--- src/rtl/clk_div_prog.sv ---
// +----------------------------------------------------------------------------+
// | clk_div_prog : programmable integer clock divider with period-start tick   |
// | Optional macro CLK_DIV_ODD50_EN: exact 50% duty for odd ratios (negedge).  |
// | Revision: 1.0                                                              |
// +----------------------------------------------------------------------------+
`default_nettype none

module clk_div_prog #(
  parameter int CNT_W       = 8,
  parameter int DEFAULT_DIV = 7
) (
  input  logic             clk,
  input  logic             rst_n,
  input  logic             en,
  input  logic [CNT_W-1:0] div_val,
  input  logic             load,
  output logic             clk_out,
  output logic             tick,
  output logic             pending
);

  localparam logic [CNT_W-1:0] c_div_min = CNT_W'(2);
  localparam logic [CNT_W-1:0] c_def_div =
      (DEFAULT_DIV < 2) ? c_div_min : CNT_W'(DEFAULT_DIV);

  function automatic logic [CNT_W-1:0] f_clamp(input logic [CNT_W-1:0] v);
    return (v < c_div_min) ? c_div_min : v;
  endfunction

  logic [CNT_W-1:0] r_cnt;
  logic [CNT_W-1:0] r_cur_div;
  logic [CNT_W-1:0] r_pend_div;
  logic             r_pend_v;
  logic             r_pos;
  logic             r_tick;

  logic             w_wrap;
  logic [CNT_W-1:0] w_ld_div;
  logic [CNT_W-1:0] w_cnt_next;
  logic [CNT_W-1:0] w_div_next;
  logic [CNT_W-1:0] w_half_next;

  assign w_wrap   = en & (r_cnt == (r_cur_div - CNT_W'(1)));
  assign w_ld_div = f_clamp(div_val);

  // A load on the wrap edge beats any older pending ratio.
  always_comb begin
    w_cnt_next = w_wrap ? '0 : r_cnt + CNT_W'(1);
    w_div_next = r_cur_div;
    if (w_wrap) begin
      if (load) begin
        w_div_next = w_ld_div;
      end else if (r_pend_v) begin
        w_div_next = r_pend_div;
      end
    end
    w_half_next = w_div_next >> 1;
  end

  always_ff @(posedge clk or negedge rst_n) begin
    if (!rst_n) begin
      r_cnt      <= c_def_div - CNT_W'(1);
      r_cur_div  <= c_def_div;
      r_pend_div <= '0;
      r_pend_v   <= 1'b0;
      r_pos      <= 1'b0;
      r_tick     <= 1'b0;
    end else begin
      r_tick    <= w_wrap;
      r_cur_div <= w_div_next;
      if (en) begin
        r_cnt <= w_cnt_next;
        r_pos <= (w_cnt_next < w_half_next);
      end
      if (w_wrap) begin
        r_pend_v <= 1'b0;
      end else if (load) begin
        r_pend_div <= w_ld_div;
        r_pend_v   <= 1'b1;
      end
    end
  end

  assign tick    = r_tick;
  assign pending = r_pend_v;

`ifdef CLK_DIV_ODD50_EN
  logic r_neg;

  // Half-cycle delayed copy stretches the high phase by 0.5 clk for odd N.
  always_ff @(negedge clk or negedge rst_n) begin
    if (!rst_n) begin
      r_neg <= 1'b0;
    end else begin
      r_neg <= r_pos;
    end
  end

  assign clk_out = r_cur_div[0] ? (r_pos | r_neg) : r_pos;
`else
  assign clk_out = r_pos;
`endif

endmodule

`default_nettype wire
--- config.mk ---
export PLATFORM = sky130hd
export DESIGN_NAME = clk_div_prog
export DESIGN_NICKNAME = d
export VERILOG_FILES = /design/src/rtl/clk_div_prog.sv
export SDC_FILE = /design/constraint.sdc
export NUM_CORES = 1
export LEC_CHECK = 0
export ABC_AREA = 1
export BUFFER_PORTS_ARGS = -buffer_cell sky130_fd_sc_hd__buf_2
export CORE_UTILIZATION = 59
export CTS_BUF_LIST = sky130_fd_sc_hd__clkbuf_16
export DETAILED_ROUTE_END_ITERATION = 16
export GPL_ROUTABILITY_DRIVEN = 0
export PLACE_DENSITY = 0.79
export SLEW_MARGIN = 25
export SYNTH_ARGS = -nofsm -noshare
export SYNTH_HDL_FRONTEND = slang
export SYNTH_SLANG_ARGS = --single-unit
--- constraint.sdc ---
create_clock -name clk -period 3.5 [get_ports clk]
set_clock_uncertainty 0.1 [all_clocks]
set_input_delay 0.875 -clock clk [delete_from_list [all_inputs] [get_ports clk]]
set_output_delay 0.875 -clock clk [all_outputs]
set_load 0.03 [all_outputs]
==> impl_metrics.tcl, run 1 <==
set metrics [dict create \
    power.internal_uw 877 \
    die_height_um 57.5 \
    vdd_drop_max_mv 0.438 \
    p_per_area_nw_per_um2 789 \
    die_x_um 57.5 \
    area_delta_synth_final_pct 9.08 \
    synth-seq-cells 27 \
    postCtsSetupRepairBufs 0 \
    hold_viol_final 0 \
    stdcell_area_um2 1980 \
    critical_path.max_stage_delay_ns 0.54 \
    synth_cell_types 23 \
    maxCapViolCount 0 \
    layout.nets 299 \
    vias 1605 \
    holdCritPathClass "register to register" \
    crit_required_ns 3.60 \
    port-buffer-count 14 \
    critical_path_class "register to register" \
    final_core_util 0.701 \
    sw_frac_of_total 0.440 \
    worst-path-buf-inv 3 \
    outcome "complete, but fails checks" \
    pre_cts_ws_ns 0.519 \
    cp_top_family "simple AND/OR/NAND/NOR gates" \
    switchingPower_uw 689 \
    reg2reg_from "r_cur_div[0]" \
    crit_top_cell "nand2_1" \
    cts_tree "built" \
    drive_above_1_share 0.137 \
    cts_hold_buf 0 \
    setup_viol 0 \
    grt_pass1_vias 1454 \
    syn_nets 284 \
    ctsResizeCount 0 \
    grt_max_degree 28 \
    clkPwrFrac 0.168 \
    via_per_inst 5.19 \
    clk_latency_ns 0.26 \
    syn-instance-count 264 \
    grt_usage 0.244 \
    cts-root-buf "clkbuf_16" \
    fmax_mhz 348 \
    power.share.sequential 0.353 \
    clockBufferDepth 2 \
    layout_commonest_cell "nand2_1" \
    crit_path_start_kind "register" \
    initial_core_util 0.643 \
    grt_overflow 0 \
    grt_pass1_wl_mm 6.14 \
    ioPinCount 15 \
    clock_sinks 27 \
    cp_max_fo 9 \
    layout_common_cells "79 x nand2_1, 46 x inv_1, 28 x o21ai_0" \
    core_um2 2830 \
    crit_start "r_cur_div[0]" \
    violations "design-rule violations" \
    antenna_found_initial 0 \
    dr.pass1.iters 11 \
    setup_ws_ns 0.624 \
    drcViolationCount 1 \
    crit_slowest_cell "dfstp_2" \
    rows 19 \
    cts_made_buffers 3 \
    finalPower_mw 1.57 \
    rsz0062_at_grt "false" \
    postRouteAntennaNets 0 \
    worstMarginPinSlew_ns 0.616 \
    period_share 0.822 \
    power_frac_comb 0.479 \
    drtIter0Drc 90 \
    fin_crit_ns 2.88 \
    cp_cell_sequence "inv_1 > ha_1 > inv_1 > nand2_1 > nand2_1 > xor2_1 > nand2_1 > nor2_2 > nand3_2 > inv_2 > nand2_2 > a21boi_1 > ha_1 > nand2_1 > nand2_1 > nand2_1 > nand2_1 > nand2_1 > nand2_1 > nand2_1" \
    netlist_area_um2 1820 \
    wirelength_mm 3.65 \
    synth-warning-count 0 \
    avgSynthCellArea_um2 6.89 \
    wl_per_cell_um 11.8 \
    placed_area_um2 1900 \
    slew_violations 0 \
    yosysSeqAreaShare 0.375 \
    place_hpwl_mm 2.83 \
    htree_levels 1 \
    p_leak_nw 1.09 \
    relSlewSlack 0.589 \
    clkTransAtPathRegs_ns 0.07 \
    die-area_um2 3310 \
    crit_arrival_ns 2.98 \
    diodes 0 \
    hp-start "clk_out" \
    tns_ns 0 \
    crit_path_end_kind "register" \
]
==> area by class of cell <==
class,instances,area (um^2)
Multi-Input combinational cell,184,923
Sequential cell,27,682
Inverter,48,180
Fill cell,232,845
Clock inverter,1,7.51
Timing Repair Buffer,15,77.6
Tap cell,31,38.8
Clock buffer,3,75.1
==> layer usage <==
layer,wire (um),global-route usage,share of wire,up-vias
li1,-,-,-,842
met1,1750,0.335,0.48,725
met2,1650,0.389,0.45,32
met3,203,0.0476,0.056,6
met4,43,0.0767,0.012,0
met5,0,0,0,-
==> worst reg2reg max path, delay by kind of cell (launching register included) <==
kind / cells / cell delay [ns]
XOR/XNOR: 1 / 0.17
AO/OA/AOI/OAI: 1 / 0.23
flip-flops: 1 / 0.54
AND/OR/NAND/NOR: 13 / 0.96
buffers and inverters: 3 / 0.31
adder cells (fa/ha/maj): 2 / 0.52
==> sequential cells by signal, indices dropped and copies added, names as in the netlist <==
register    count
r_cnt           8
r_cur_div       8
r_pend_div      8
clk_out         1
pending         1
tick            1
==> metrics by stage <==
step | cells | hold WS (ns)
after floorplan | 264 | 0.354
after global placement | 305 | 0.369
after detailed placement | 305 | 0.381
after CTS | 309 | 0.398
after global routing | 309 | 0.406
final | 309 | 0.392
==> power groups by stage <==
stage / Sequential (mW) / Combinational, mW / Clock [mW]
after floorplan: 0.536 / 0.591 / 0
after global placement: 0.557 / 0.723 / 0
after detailed placement: 0.557 / 0.739 / 0
after CTS: 0.552 / 0.756 / 0.266
after global routing: 0.569 / 0.863 / 0.276
final: 0.553 / 0.750 / 0.263
==> cells in the mapped netlist <==
cell type	instances	area [um^2]
nor2_2	3	18.8
nor2_1	20	75.1
dfstp_2	5	131
a21boi_1	2	15.0
or2_4	1	8.76
or2_2	1	6.26
inv_1	46	173
ha_1	8	100
nand2_2	5	31.3
o21ai_1	2	10.0
buf_6	2	22.5
nand3_1	17	85.1
clkbuf_1	3	11.3
dfrtp_1	22	551
nand2_1	79	297
nor3_1	2	10.0
nand3_2	2	20.0
nand4_1	2	12.5
a21oi_1	3	15.0
xnor2_1	3	26.3
xor2_1	6	52.6
inv_2	2	7.51
o21ai_0	28	140
==> path summary, 6_finish.rpt <==
kind	to	depth (start not counted)	slack (ns)
max in group asynchronous	r_cnt[0]	1	2.37
setup reg to reg	clk_out	20	0.62
hold reg to reg	clk_out	2	0.39
setup / recovery	clk_out	20	0.62
hold / removal	clk_out	2	0.39
min in group asynchronous	r_pend_div[1]	1	0.52
==> kinds of logic (layout without fill, tap and decap cells) <==
kind of cell,Yosys count,count (layout),share of synthesized area
simple gates,132,132,0.310
buf+inv,53,67,0.118
compound gates,35,35,0.0990
flops,27,27,0.375
xor+xnor,9,9,0.0433
fa+ha+maj,8,8,0.0550
No activity file was read; power rests on OpenSTA's default activity.
==> run 2, diff against run 1 <==
--- a/config.mk
+++ b/config.mk
@@ -5,7 +5,7 @@
 export SDC_FILE = /design/constraint.sdc
 export NUM_CORES = 1
 export LEC_CHECK = 0
-export ABC_AREA = 1
+export ABC_AREA = 0
 export BUFFER_PORTS_ARGS = -buffer_cell sky130_fd_sc_hd__buf_2
 export CORE_UTILIZATION = 59
 export CTS_BUF_LIST = sky130_fd_sc_hd__clkbuf_16
==> constraint.sdc (replaced) <==
create_clock -name clk -period 2.95 [get_ports clk]
set_clock_uncertainty 0.1 [all_clocks]
set_input_delay 0.7375 -clock clk [delete_from_list [all_inputs] [get_ports clk]]
set_output_delay 0.7375 -clock clk [all_outputs]
set_load 0.03 [all_outputs]
==> impl_metrics.tcl, run 2 <==
set metrics [dict create \
    core_um2 2810 \
    worstMarginPinSlew_ns 0.599 \
    wirelength_mm 4.37 \
    relSlewSlack 0.601 \
    yosysMostFrequentCell "dfrtp_1" \
    initial_core_util 0.635 \
    outcome "complete, but fails checks" \
    avgSynthCellArea_um2 9.43 \
    grt_max_degree 28 \
    critical_path_class "register to register" \
    grt_overflow 0 \
    period_share 1.07 \
    postRouteAntennaNets 0 \
    fmax_mhz 318 \
    crit_path_end_kind "register" \
    clock_sinks 27 \
    drive_above_1_share 0.321 \
    p_leak_nw 0.922 \
    synth.largest_area_cell "dfrtp_1" \
    grt_pass1_vias 1577 \
    synthTopCellsByCount "22 x dfrtp_1, 19 x o21ai_0, 15 x nor2_1, 11 x inv_1, 11 x xnor2_1" \
    vias 1547 \
    drtIter0Drc 88 \
    fin_crit_ns 3.15 \
    rsz0062_at_grt "true" \
    cts_tree "built" \
    layout.nets 242 \
    area_delta_synth_final_pct 20.2 \
    clkTransAtPathRegs_ns 0.07 \
    diodes 0 \
    syn_nets 209 \
    setup_viol 1 \
    synth-seq-cells 27 \
    ioPinCount 15 \
    holdCritPathClass "primary input to async pin" \
    placed_area_um2 2010 \
    die-area_um2 3240 \
    fill_cells 196 \
    htree_levels 1 \
    rows 19 \
    violations "negative setup slack" \
    die_x_um 57.0 \
    p_per_area_nw_per_um2 1050 \
    tns_ns -0.199 \
    slew_violations 0 \
    yosysSeqAreaShare 0.383 \
    hold_viol_final 0 \
    wl_per_cell_um 17.3 \
    synth_edf_count 0 \
    clockBufferDepth 2 \
    grt_pass1_wl_mm 7.23 \
    via_per_inst 6.14 \
    stdcell_area_um2 2140 \
    async_reset_ff_frac 1.00 \
    use_met2 0.492 \
    cts_made_buffers 3 \
    crit_required_ns 3.06 \
    synthFlopType "dfrtp_1" \
    die_height_um 57.0 \
    grtUsageMet3 0.0431 \
    grt_util_met1 0.388 \
    maxCapViolCount 0 \
    top_regs "r_cnt (8), r_cur_div (8), r_pend_div (8)" \
    port-buffer-count 14 \
    top_usage_layer "met2" \
    cts-root-buf "clkbuf_16" \
    place_hpwl_mm 3.20 \
    dr.pass1.iters 4 \
    cts_hold_buf 0 \
    layout_commonest_cell "dfrtp_1" \
    syn-instance-count 189 \
    synth.area.top_cells "dfrtp_1 31%, dfstp_2 7.4%, ha_1 5.6%, xnor2_1 5.4%, o21ai_0 5.3%" \
    synth-warning-count 0 \
    clk_latency_ns 0.26 \
    antenna_found_initial 0 \
    synth_top_area_share 0.309 \
    cp_max_fo 7 \
    synth_cell_types 46 \
    netlist_area_um2 1780 \
    crit_arrival_ns 3.26 \
    grt_usage 0.293 \
    vdd_drop_max_mv 0.736 \
    layout_common_cells "22 x dfrtp_1, 18 x buf_4, 14 x o21ai_0, 14 x nor2_1, 14 x buf_2" \
    setup_ws_ns -0.199 \
    drcViolationCount 0 \
    crit_path_start_kind "register" \
]
run 2: per-layer routing:
layer  part of all wire  vias up
li1                   -      746
met1               0.44      731
met2               0.49       55
met3              0.050       15
met4              0.022        0
met5                  0        -
run 2: worst paths after layout:
path | from | endpoint | slack, ns | cells after the start
max | r_cur_div[0] | clk_out | -0.20 | 14
min | rst_n | r_cnt[0] | 0.38 | 1
max reg2reg | r_cur_div[0] | clk_out | -0.20 | 14
min reg2reg | r_pend_div[2] | r_pend_div[2] | 0.42 | 1
max in group asynchronous | rst_n | tick | 1.97 | 1
min in group clk | r_pend_div[2] | r_pend_div[2] | 0.42 | 1
run 2: report_power, final:
| part | total, mW | switching, mW | internal, mW | leakage [nW] |
|---|---|---|---|---|
| clock network | 0.314 | 0.130 | 0.184 | 0.0371 |
| logic | 1.27 | 0.651 | 0.619 | 0.569 |
| registers | 0.664 | 0.155 | 0.509 | 0.316 |
run 2: cells by family after synthesis:
kind of cell | synth area share
buf+inv | 0.0527
simple gates | 0.197
compound gates | 0.178
xor+xnor | 0.0688
mux | 0.0639
flops | 0.383
fa+ha+maj | 0.0562
run 2: final cells by class:
cell class	instances	area [um^2]	share of cell area
multi-input cells	144	1060	0.493
flip-flops and latches	27	682	0.318
repair buffers	35	239	0.112
clock buffers	3	75.1	0.0350
inverters	11	43.8	0.0204
well taps	31	38.8	0.0181
clock inverters	1	7.51	0.00350
run 2: through the flow:
| step | power [mW] | hold slack [ns] | utilization | setup slack (ns) | std cells |
|---|---|---|---|---|---|
| after global placement | 1.77 | 0.390 | 0.718 | -0.0630 | 246 |
| after detailed placement | 1.84 | 0.401 | 0.718 | -0.232 | 246 |
| after global routing | 2.40 | 0.436 | 0.764 | -0.396 | 252 |
| final | 2.25 | 0.378 | 0.764 | -0.199 | 252 |
| after floorplan | 1.53 | 0.342 | - | -0.0461 | 189 |
| after CTS | 2.21 | 0.400 | 0.760 | -0.174 | 252 |
run 2: worst max-delay path, cell delays in order, from the launching register on:
cell	delay, ns
dfstp_2	0.54
inv_2	0.04
ha_4	0.26
xor2_1	0.14
nand3_1	0.12
a211oi_2	0.25
nand4_4	0.19
inv_4	0.15
buf_4	0.12
o21ai_0	0.12
o21ai_0	0.10
ha_1	0.27
nor2b_1	0.15
a2111oi_2	0.31
o221a_2	0.24
run 2: what timing repair did:
action | in CTS | in global routing
buffers inserted | 2 | 0
gates cloned | 0 | 0
setup endpoints to repair | 1 | 1
pin swaps | 2 | 1
resized for setup | 7 | 2
